$ cat src/rtl/key_pio_ctrl.sv
// Debounced, edge-capturing input port with masked interrupt, exposed as an Avalon-MM slave.
// Raw pins are synchronised, optionally debounced, then edges latch into a sticky W1C register.
module key_pio_ctrl #(
    parameter int WIDTH           = 4,
    parameter int DEBOUNCE_CYCLES = 1000
) (
    input  logic             clk,
    input  logic             reset_n,
    input  logic [1:0]       address,
    input  logic             chipselect,
    input  logic             write_n,
    input  logic [31:0]      writedata,
    input  logic [WIDTH-1:0] in_port,
    output logic [31:0]      readdata,
    output logic             irq
);

    localparam logic [1:0]  ADDR_DATA = 2'd0;
    localparam logic [1:0]  ADDR_MASK = 2'd1;
    localparam logic [1:0]  ADDR_EDGE = 2'd2;
    localparam logic [1:0]  ADDR_CFG  = 2'd3;
    localparam logic [15:0] DEB_LAST  = 16'(DEBOUNCE_CYCLES - 1);

    logic [WIDTH-1:0] sync1_r;
    logic [WIDTH-1:0] sync2_r;
    logic [WIDTH-1:0] stable_r;
    logic [WIDTH-1:0] stable_d_r;
    logic [WIDTH-1:0] mask_r;
    logic [WIDTH-1:0] edgecap_r;
    logic [15:0]      cnt_r [WIDTH];
    logic             deb_en_r;
    logic [1:0]       edge_sel_r;

    logic             wr_s;
    logic [WIDTH-1:0] stable_next_s;
    logic [15:0]      cnt_next_s [WIDTH];
    logic [WIDTH-1:0] rise_s;
    logic [WIDTH-1:0] fall_s;
    logic [WIDTH-1:0] ev_s;
    logic [WIDTH-1:0] clr_s;
    logic [WIDTH-1:0] edgecap_next_s;
    logic [WIDTH-1:0] mask_next_s;
    logic             deb_en_next_s;
    logic [1:0]       edge_sel_next_s;
    logic [31:0]      rdata_s;
    logic             unused_wdata_s;

    assign wr_s           = chipselect & ~write_n;
    assign unused_wdata_s = ^writedata[31:WIDTH];

    // Per-bit debounce: a bit must differ from stable for DEBOUNCE_CYCLES consecutive cycles.
    always_comb begin
        for (int i = 0; i < WIDTH; i++) begin
            stable_next_s[i] = stable_r[i];
            cnt_next_s[i]    = 16'd0;
            if (!deb_en_r) begin
                stable_next_s[i] = sync2_r[i];
            end else if (sync2_r[i] == stable_r[i]) begin
                cnt_next_s[i] = 16'd0;
            end else if (cnt_r[i] == DEB_LAST) begin
                stable_next_s[i] = sync2_r[i];
                cnt_next_s[i]    = 16'd0;
            end else begin
                cnt_next_s[i] = cnt_r[i] + 16'd1;
            end
        end
    end

    assign rise_s = stable_r & ~stable_d_r;
    assign fall_s = ~stable_r & stable_d_r;

    // Edge selection, W1C clear and register write decode; a fresh event beats a clear.
    always_comb begin
        ev_s            = rise_s | fall_s;
        clr_s           = {WIDTH{1'b0}};
        mask_next_s     = mask_r;
        deb_en_next_s   = deb_en_r;
        edge_sel_next_s = edge_sel_r;
        case (edge_sel_r)
            2'b00:   ev_s = rise_s;
            2'b01:   ev_s = fall_s;
            default: ev_s = rise_s | fall_s;
        endcase
        if (wr_s) begin
            case (address)
                ADDR_MASK: mask_next_s = writedata[WIDTH-1:0];
                ADDR_EDGE: clr_s       = writedata[WIDTH-1:0];
                ADDR_CFG: begin
                    deb_en_next_s   = writedata[0];
                    edge_sel_next_s = writedata[2:1];
                end
                default: clr_s = {WIDTH{1'b0}};
            endcase
        end else begin
            clr_s = {WIDTH{1'b0}};
        end
        edgecap_next_s = (edgecap_r & ~clr_s) | ev_s;
    end

    // Read mux, sampled every cycle regardless of chipselect.
    always_comb begin
        rdata_s = 32'd0;
        case (address)
            ADDR_DATA: rdata_s = {{(32-WIDTH){1'b0}}, stable_r};
            ADDR_MASK: rdata_s = {{(32-WIDTH){1'b0}}, mask_r};
            ADDR_EDGE: rdata_s = {{(32-WIDTH){1'b0}}, edgecap_r};
            ADDR_CFG:  rdata_s = {29'd0, edge_sel_r, deb_en_r};
            default:   rdata_s = 32'd0;
        endcase
    end

    // State registers; reset dominates any coincident bus write.
    always_ff @(posedge clk) begin
        if (!reset_n) begin
            sync1_r    <= {WIDTH{1'b0}};
            sync2_r    <= {WIDTH{1'b0}};
            stable_r   <= {WIDTH{1'b0}};
            stable_d_r <= {WIDTH{1'b0}};
            mask_r     <= {WIDTH{1'b0}};
            edgecap_r  <= {WIDTH{1'b0}};
            deb_en_r   <= 1'b1;
            edge_sel_r <= 2'b00;
            readdata   <= 32'd0;
            irq        <= 1'b0;
            for (int i = 0; i < WIDTH; i++) begin
                cnt_r[i] <= 16'd0;
            end
        end else begin
            sync1_r    <= in_port;
            sync2_r    <= sync1_r;
            stable_r   <= stable_next_s;
            stable_d_r <= stable_r;
            mask_r     <= mask_next_s;
            edgecap_r  <= edgecap_next_s;
            deb_en_r   <= deb_en_next_s;
            edge_sel_r <= edge_sel_next_s;
            readdata   <= rdata_s;
            irq        <= |(edgecap_next_s & mask_next_s);
            for (int i = 0; i < WIDTH; i++) begin
                cnt_r[i] <= cnt_next_s[i];
            end
        end
    end

endmodule
$ cat config.mk
export PLATFORM = sky130hd
export DESIGN_NAME = key_pio_ctrl
export DESIGN_NICKNAME = d
export VERILOG_FILES = /design/src/rtl/key_pio_ctrl.sv
export SDC_FILE = /design/constraint.sdc
export NUM_CORES = 1
export LEC_CHECK = 0
export CAP_MARGIN = 20
export CORE_MARGIN = 3
export CORE_UTILIZATION = 48
export CTS_CLUSTER_DIAMETER = 120
export DETAILED_ROUTE_END_ITERATION = 8
export PLACE_DENSITY = 0.76
export SYNTH_ARGS = -nofsm -noshare
export SYNTH_HDL_FRONTEND = slang
export SYNTH_SLANG_ARGS = --single-unit
$ cat constraint.sdc
create_clock -name clk -period 1.7 [get_ports clk]
set_clock_uncertainty 0.05 [all_clocks]
set_input_delay 0.17 -clock clk [delete_from_list [all_inputs] [get_ports clk]]
set_output_delay 0.17 -clock clk [all_outputs]
set_load 0.02 [all_outputs]
==> results of run 1 <==
-- power groups by stage --
stage	registers (W)	clock network, W	logic [W]
finish	0.00228	0.00179	0.000210
floorplan	0.00233	0	0.000177
CTS	0.00228	0.00184	0.000206
detailed placement	0.00233	0	0.000201
global placement	0.00233	0	0.000198
global route	0.00228	0.00192	0.000228
-- logic make-up after synthesis --
logic type      count (synthesis)  share of synthesized area, %
compound gates                 20                          2.70
xor+xnor                       57                          11.4
fa+ha+maj                      12                          3.44
buf+inv                        57                          7.63
flops                          96                          44.0
mux                            20                          5.45
other cells                     1                        0.0860
simple gates                  214                          25.2
-- through the flow --
stage          setup slack, ns  util [%]  setup TNS, ns
2_1_floorplan           -0.127         -          -1.38
3_3_place_gp            -0.145      55.0          -2.43
3_5_place_dp            -0.260      55.0          -3.28
4_1_cts                 -0.131      58.0          -1.90
5_1_grt                 -0.175      59.0          -2.82
6_report                -0.140      59.0          -2.10
-- sequential cells by signal, indices dropped and copies added, names as in the netlist --
name / cells
cnt_r: 64
deb_en_r: 1
edge_sel_r: 2
edgecap_r: 4
irq: 1
mask_r: 4
readdata: 4
stable_d_r: 4
stable_r: 4
sync1_r: 4
sync2_r: 4
-- worst min path at each step --
stage               cells past startpoint  startpoint    endpoint  slack, ns
floorplan                               1  in_port[0]  sync1_r[0]       0.25
global placement                        1  sync1_r[1]  sync2_r[1]       0.36
detailed placement                      1  sync1_r[1]  sync2_r[1]       0.37
CTS                                     2  in_port[3]  sync1_r[3]       0.33
global route                            2  in_port[3]  sync1_r[3]       0.33
finish                                  2  in_port[3]  sync1_r[3]       0.34
-- cell type report --
cell class                 count  area share, %
sequential                    96           37.3
multi-input combinational    352           44.5
clock inverter                 5           2.01
inverter                      15           1.09
tap                          108           2.61
clock buffer                  10           2.66
timing repair buffer          57           9.77
-- synth_stat cells (3+ instances only) --
cell,number
xnor2_1,25
clkbuf_1,10
buf_4,28
a21oi_1,7
ha_1,12
and4_1,4
or3_1,6
nand2_1,31
and2_1,17
nor4bb_1,4
nor2b_1,12
xor2_1,32
dfxtp_1,96
nor3_1,13
nand3_1,24
or4_1,3
nand4_1,13
mux4_2,3
and3_1,10
o21ai_0,5
inv_1,15
mux2i_1,17
nor2_1,69
-- worst max-delay path, cell delays in order, from the launching register on --
cell and delay (ns):
dfxtp_2 0.33, or4_4 0.52, or4_4 0.59, nand4_4 0.19, nor2_1 0.06
-- layer usage --
layer / vias to the layer above / global-route usage, % / share of wire [%]
li1: 1645 / - / -
met1: 1511 / 21.5 / 46
met2: 66 / 28.0 / 48
met3: 11 / 3.51 / 4.1
met4: 0 / 6.95 / 1.8
met5: - / 0 / 0
-- repair_timing --
item                                    CTS  global route
pin swaps                                 4            10
endpoints found under the setup margin   18            47
cloned                                    1             0
resized for setup                         2            22
buffers inserted                          0             1
==> metrics.txt, run 1 <==
Area Growth Syn to Fin 18.5%; sequential share of power 53.3%; share of layout cells above drive strength 1 15.7%; # nets final 585; die span in y 101 um; Placed Cells 626; Pint 0.00336 W; Clock Path Buffers 2; Comb power frac 4.9%; gr ovfl total 0; number of flops mapped to enable cells by yosys 0; most common cell after layout, fill and taps aside dfxtp_1; Peak VDD IR 400 uV; status complete, but fails checks; DRC 0; pwr dens 827 nW/um^2; post-synth top area cell dfxtp_1; Clock Pin Slew Worst Setup and Hold Paths 0.09 ns; Num CTS Buffers 9; H-tree depth 3; area of the multi-input gates 2300 um^2; Synth Flop Type dfxtp_1; switching pwr 0.000913 W; clock sink count 96; Rows 34; switching share of power 21.4%; Placer Congestion 0.810; final hold violation count 0; final worst setup slack -0.140 ns; post-synthesis async set-or-reset flop share 0%; DR pass1 iterations 5; Via density 5.03; end point of the critical path cnt_r[1][15]; Post-Route WL 8.25 mm; worst hold path class input port to register; CTS tree done; vias after detailed routing 3233; Detail Placement HPWL 5.90 mm; Tcrit/Tclk final 108%; r2r startpoint cnt_r[1][3]; number of synthesized register bits 96; GRT Util Overall 16.9%; failing checks negative setup slack; reg2reg setup slack -0.14 ns; startpoint types register; Die W 101 um; f_max 0.543 GHz; Cells after Synth 477; Avg Synthesized Cell Area 9.15 um^2; first-pass GRT wire length 13.9 mm; Max-slew headroom 56.8%; post-synth cell types 41; Finished Cell Area 5170 um^2; Critical Path AT 2.03 ns; Slew Viols, Final 0; sequential cell area 1930 um^2; YS warnings 0; # setup viols final 17; RSZ-0062 raised after global routing true; antenna violations before repair 0; Synth area leaders dfxtp_1 44%, xor2_1 6.4%, nor2_1 5.9%; Final Critical Period 1.84 ns; core area 8760 um^2; crit path from cnt_r[1][3]; critical path type register to register; Port Buffers 18; R2R cell count 4; reg-to-reg critical path endpoint cnt_r[1][15]; hold_buf cts 0; # IOs 75; Max Cap Viol 0; Mapped Area 4360 um^2; top-area cell type share of the netlist area 44.0%; Diodes inserted 0; root buffer cell clkbuf_8; WP data required 1.89 ns; Slew @ Worst Pin 0.647 ns; crit path capture type register; Final Instance Count excl. Fillers 643; fillers 740; register area share after synthesis 44.0%; initial DRC count 80; largest net degree at the start of global routing 17; Leak 1.90 nW; Starting Density 49.8%; Clk pwr share 41.8%; Detail Route Antenna Nets 0; Avg WL per Cell 12.8 um; commonest cells after routing, fill and taps aside 89 x dfxtp_1, 66 x nor2_1, 35 x buf_4; vias in the first global route 3103; Die Area 10300 um^2; Post-DP Area 4820 um^2; WHS 0.343 ns; clk_lat worst skew 0.35 ns; total power 0.00427 W; Critical Path Fanout Max 8
(Power assumes the default switching activity.)
==> inputs of run 2 (changes only) <==
Settings changed: CORE_UTILIZATION 48 to 26, PLACE_DENSITY 0.76 to unset.
==> metrics.txt, run 2 (same netlist as run 1, synthesis figures left out) <==
# setup viols final 17; Critical Path Fanout Max 8; clk_lat worst skew 0.35 ns; pwr dens 856 nW/um^2; Starting Density 27.0%; final worst setup slack -0.125 ns; crit path from cnt_r[1][13]; Peak VDD IR 534 uV; DRC 0; crit path capture type register; Core Util, Final 33.0%; Avg WL per Cell 11.4 um; Clock Path Buffers 2; r2r startpoint cnt_r[1][13]; Die Area 18400 um^2; vias in the first global route 3203; GRT Util Overall 10.1%; gr ovfl total 0; reg-to-reg critical path endpoint cnt_r[1][9]; Max Cap Viol 0; WP data required 1.88 ns; RSZ-0062 raised after global routing true; CTS tree done; end point of the critical path cnt_r[1][9]; critical path type register to register; Clock Pin Slew Worst Setup and Hold Paths 0.06 ns; H-tree depth 3; final hold violation count 0; Slew Viols, Final 0; Port Buffers 18; share of layout cells above drive strength 1 13.8%; Num CTS Buffers 9; family with the most delay on the worst path simple AND/OR/NAND/NOR gates; Placer Congestion 0.767; Pint 0.00363 W; f_max 0.548 GHz; clock sink count 96; startpoint types register; root buffer cell clkbuf_16; initial DRC count 126; R2R cell count 4; Slew @ Worst Pin 0.599 ns; sequential share of power 49.9%; reg2reg setup slack -0.13 ns; commonest cells after routing, fill and taps aside 93 x dfxtp_1, 66 x nor2_1, 40 x buf_4; Diodes inserted 0; failing checks negative setup slack; core area 16200 um^2; Detail Route Antenna Nets 0; Max-slew headroom 60.0%; switching share of power 20.6%; worst hold path class input port to register; Critical Path AT 2.01 ns; switching pwr 0.000940 W; Leak 1.93 nW; Die W 136 um; crit path cell chain or4_1 > or4_4 > nand4_4 > nor2_1; Tcrit/Tclk final 107%; most common cell after layout, fill and taps aside dfxtp_1; Final Critical Period 1.83 ns; Crit-path slowest cell or4_4; Via density 4.23; Comb power frac 4.6%; DR pass1 iterations 4; WHS 0.355 ns; Detail Placement HPWL 6.35 mm; antenna violations before repair 0; die span in y 136 um; Clk pwr share 45.5%; status complete, but fails checks; setup TNS -1.85 ns; Biggest register cnt_r; vias after detailed routing 3192; # nets final 588; largest net degree at the start of global routing 18; buffer and inverter count on the worst path 0; Setup Buffers After CTS 0; Post-Route WL 8.57 mm; Area Growth Syn to Fin 22.4%; # IOs 75; critical path depth 4; first-pass GRT wire length 14.9 mm; max FFs per register 64; critical path's largest stage delay 0.58 ns; total power 0.00457 W; Rows 46
==> run 2: changes by cell type in the layout (fill, tap and decap cells not counted), sizes merged <==
cell	delta
inv	-1
clkinv	+1
bufinv	-1
buf	+3
clkbuf	+1
==> run 2: power by group through the flow <==
| stage | clock (W) | combinational, W | sequential [W] |
|---|---|---|---|
| 2_1_floorplan | 0 | 0.000177 | 0.00233 |
| 3_3_place_gp | 0 | 0.000203 | 0.00233 |
| 3_5_place_dp | 0 | 0.000205 | 0.00233 |
| 4_1_cts | 0.00217 | 0.000209 | 0.00228 |
| 5_1_grt | 0.00226 | 0.000229 | 0.00228 |
| 6_report | 0.00208 | 0.000211 | 0.00228 |
==> run 2: per-stage QoR <==
step | instances | area, um^2 | worst slack [ns]
after floorplan | 504 | 4470 | -0.127
after global placement | 738 | 4980 | -0.274
after detailed placement | 738 | 4980 | -0.308
after CTS | 754 | 5310 | -0.125
after global routing | 754 | 5340 | -0.173
final | 754 | 5340 | -0.125
==> run 2: layout make-up <==
cell class	count	area, um^2
clock buffer	11	233
clock inverter	4	70.1
fill	1650	10800
inverter	15	56.3
multi-input combinational	352	2260
sequential	96	1930
tap	216	270
timing repair buffer	60	520
==> run 2: metal layers <==
metal / vias up / part of all wire, % / track usage, %
met5: - / 0 / 0
met4: 0 / 1.3 / 3.36
met3: 10 / 4.7 / 3.71
met2: 53 / 49 / 17.0
met1: 1473 / 45 / 12.0
li1: 1656 / - / -
==> run 2: worst min path at each step <==
stage / startpoint / end / slack (ns) / cells after the start
floorplan: in_port[0] / sync1_r[0] / 0.25 / 1
global placement: sync1_r[2] / sync2_r[2] / 0.36 / 1
detailed placement: sync1_r[0] / sync2_r[0] / 0.37 / 1
CTS: in_port[1] / sync1_r[1] / 0.34 / 2
global route: in_port[1] / sync1_r[1] / 0.33 / 2
finish: in_port[1] / sync1_r[1] / 0.36 / 2
==> run 2: repair_timing <==
action | in CTS | in global routing
resized for setup | 1 | 9
pin swaps | 2 | 1
gates cloned | 1 | 0
endpoints found under the setup margin | 17 | 51
hold buffers | 0 | 0
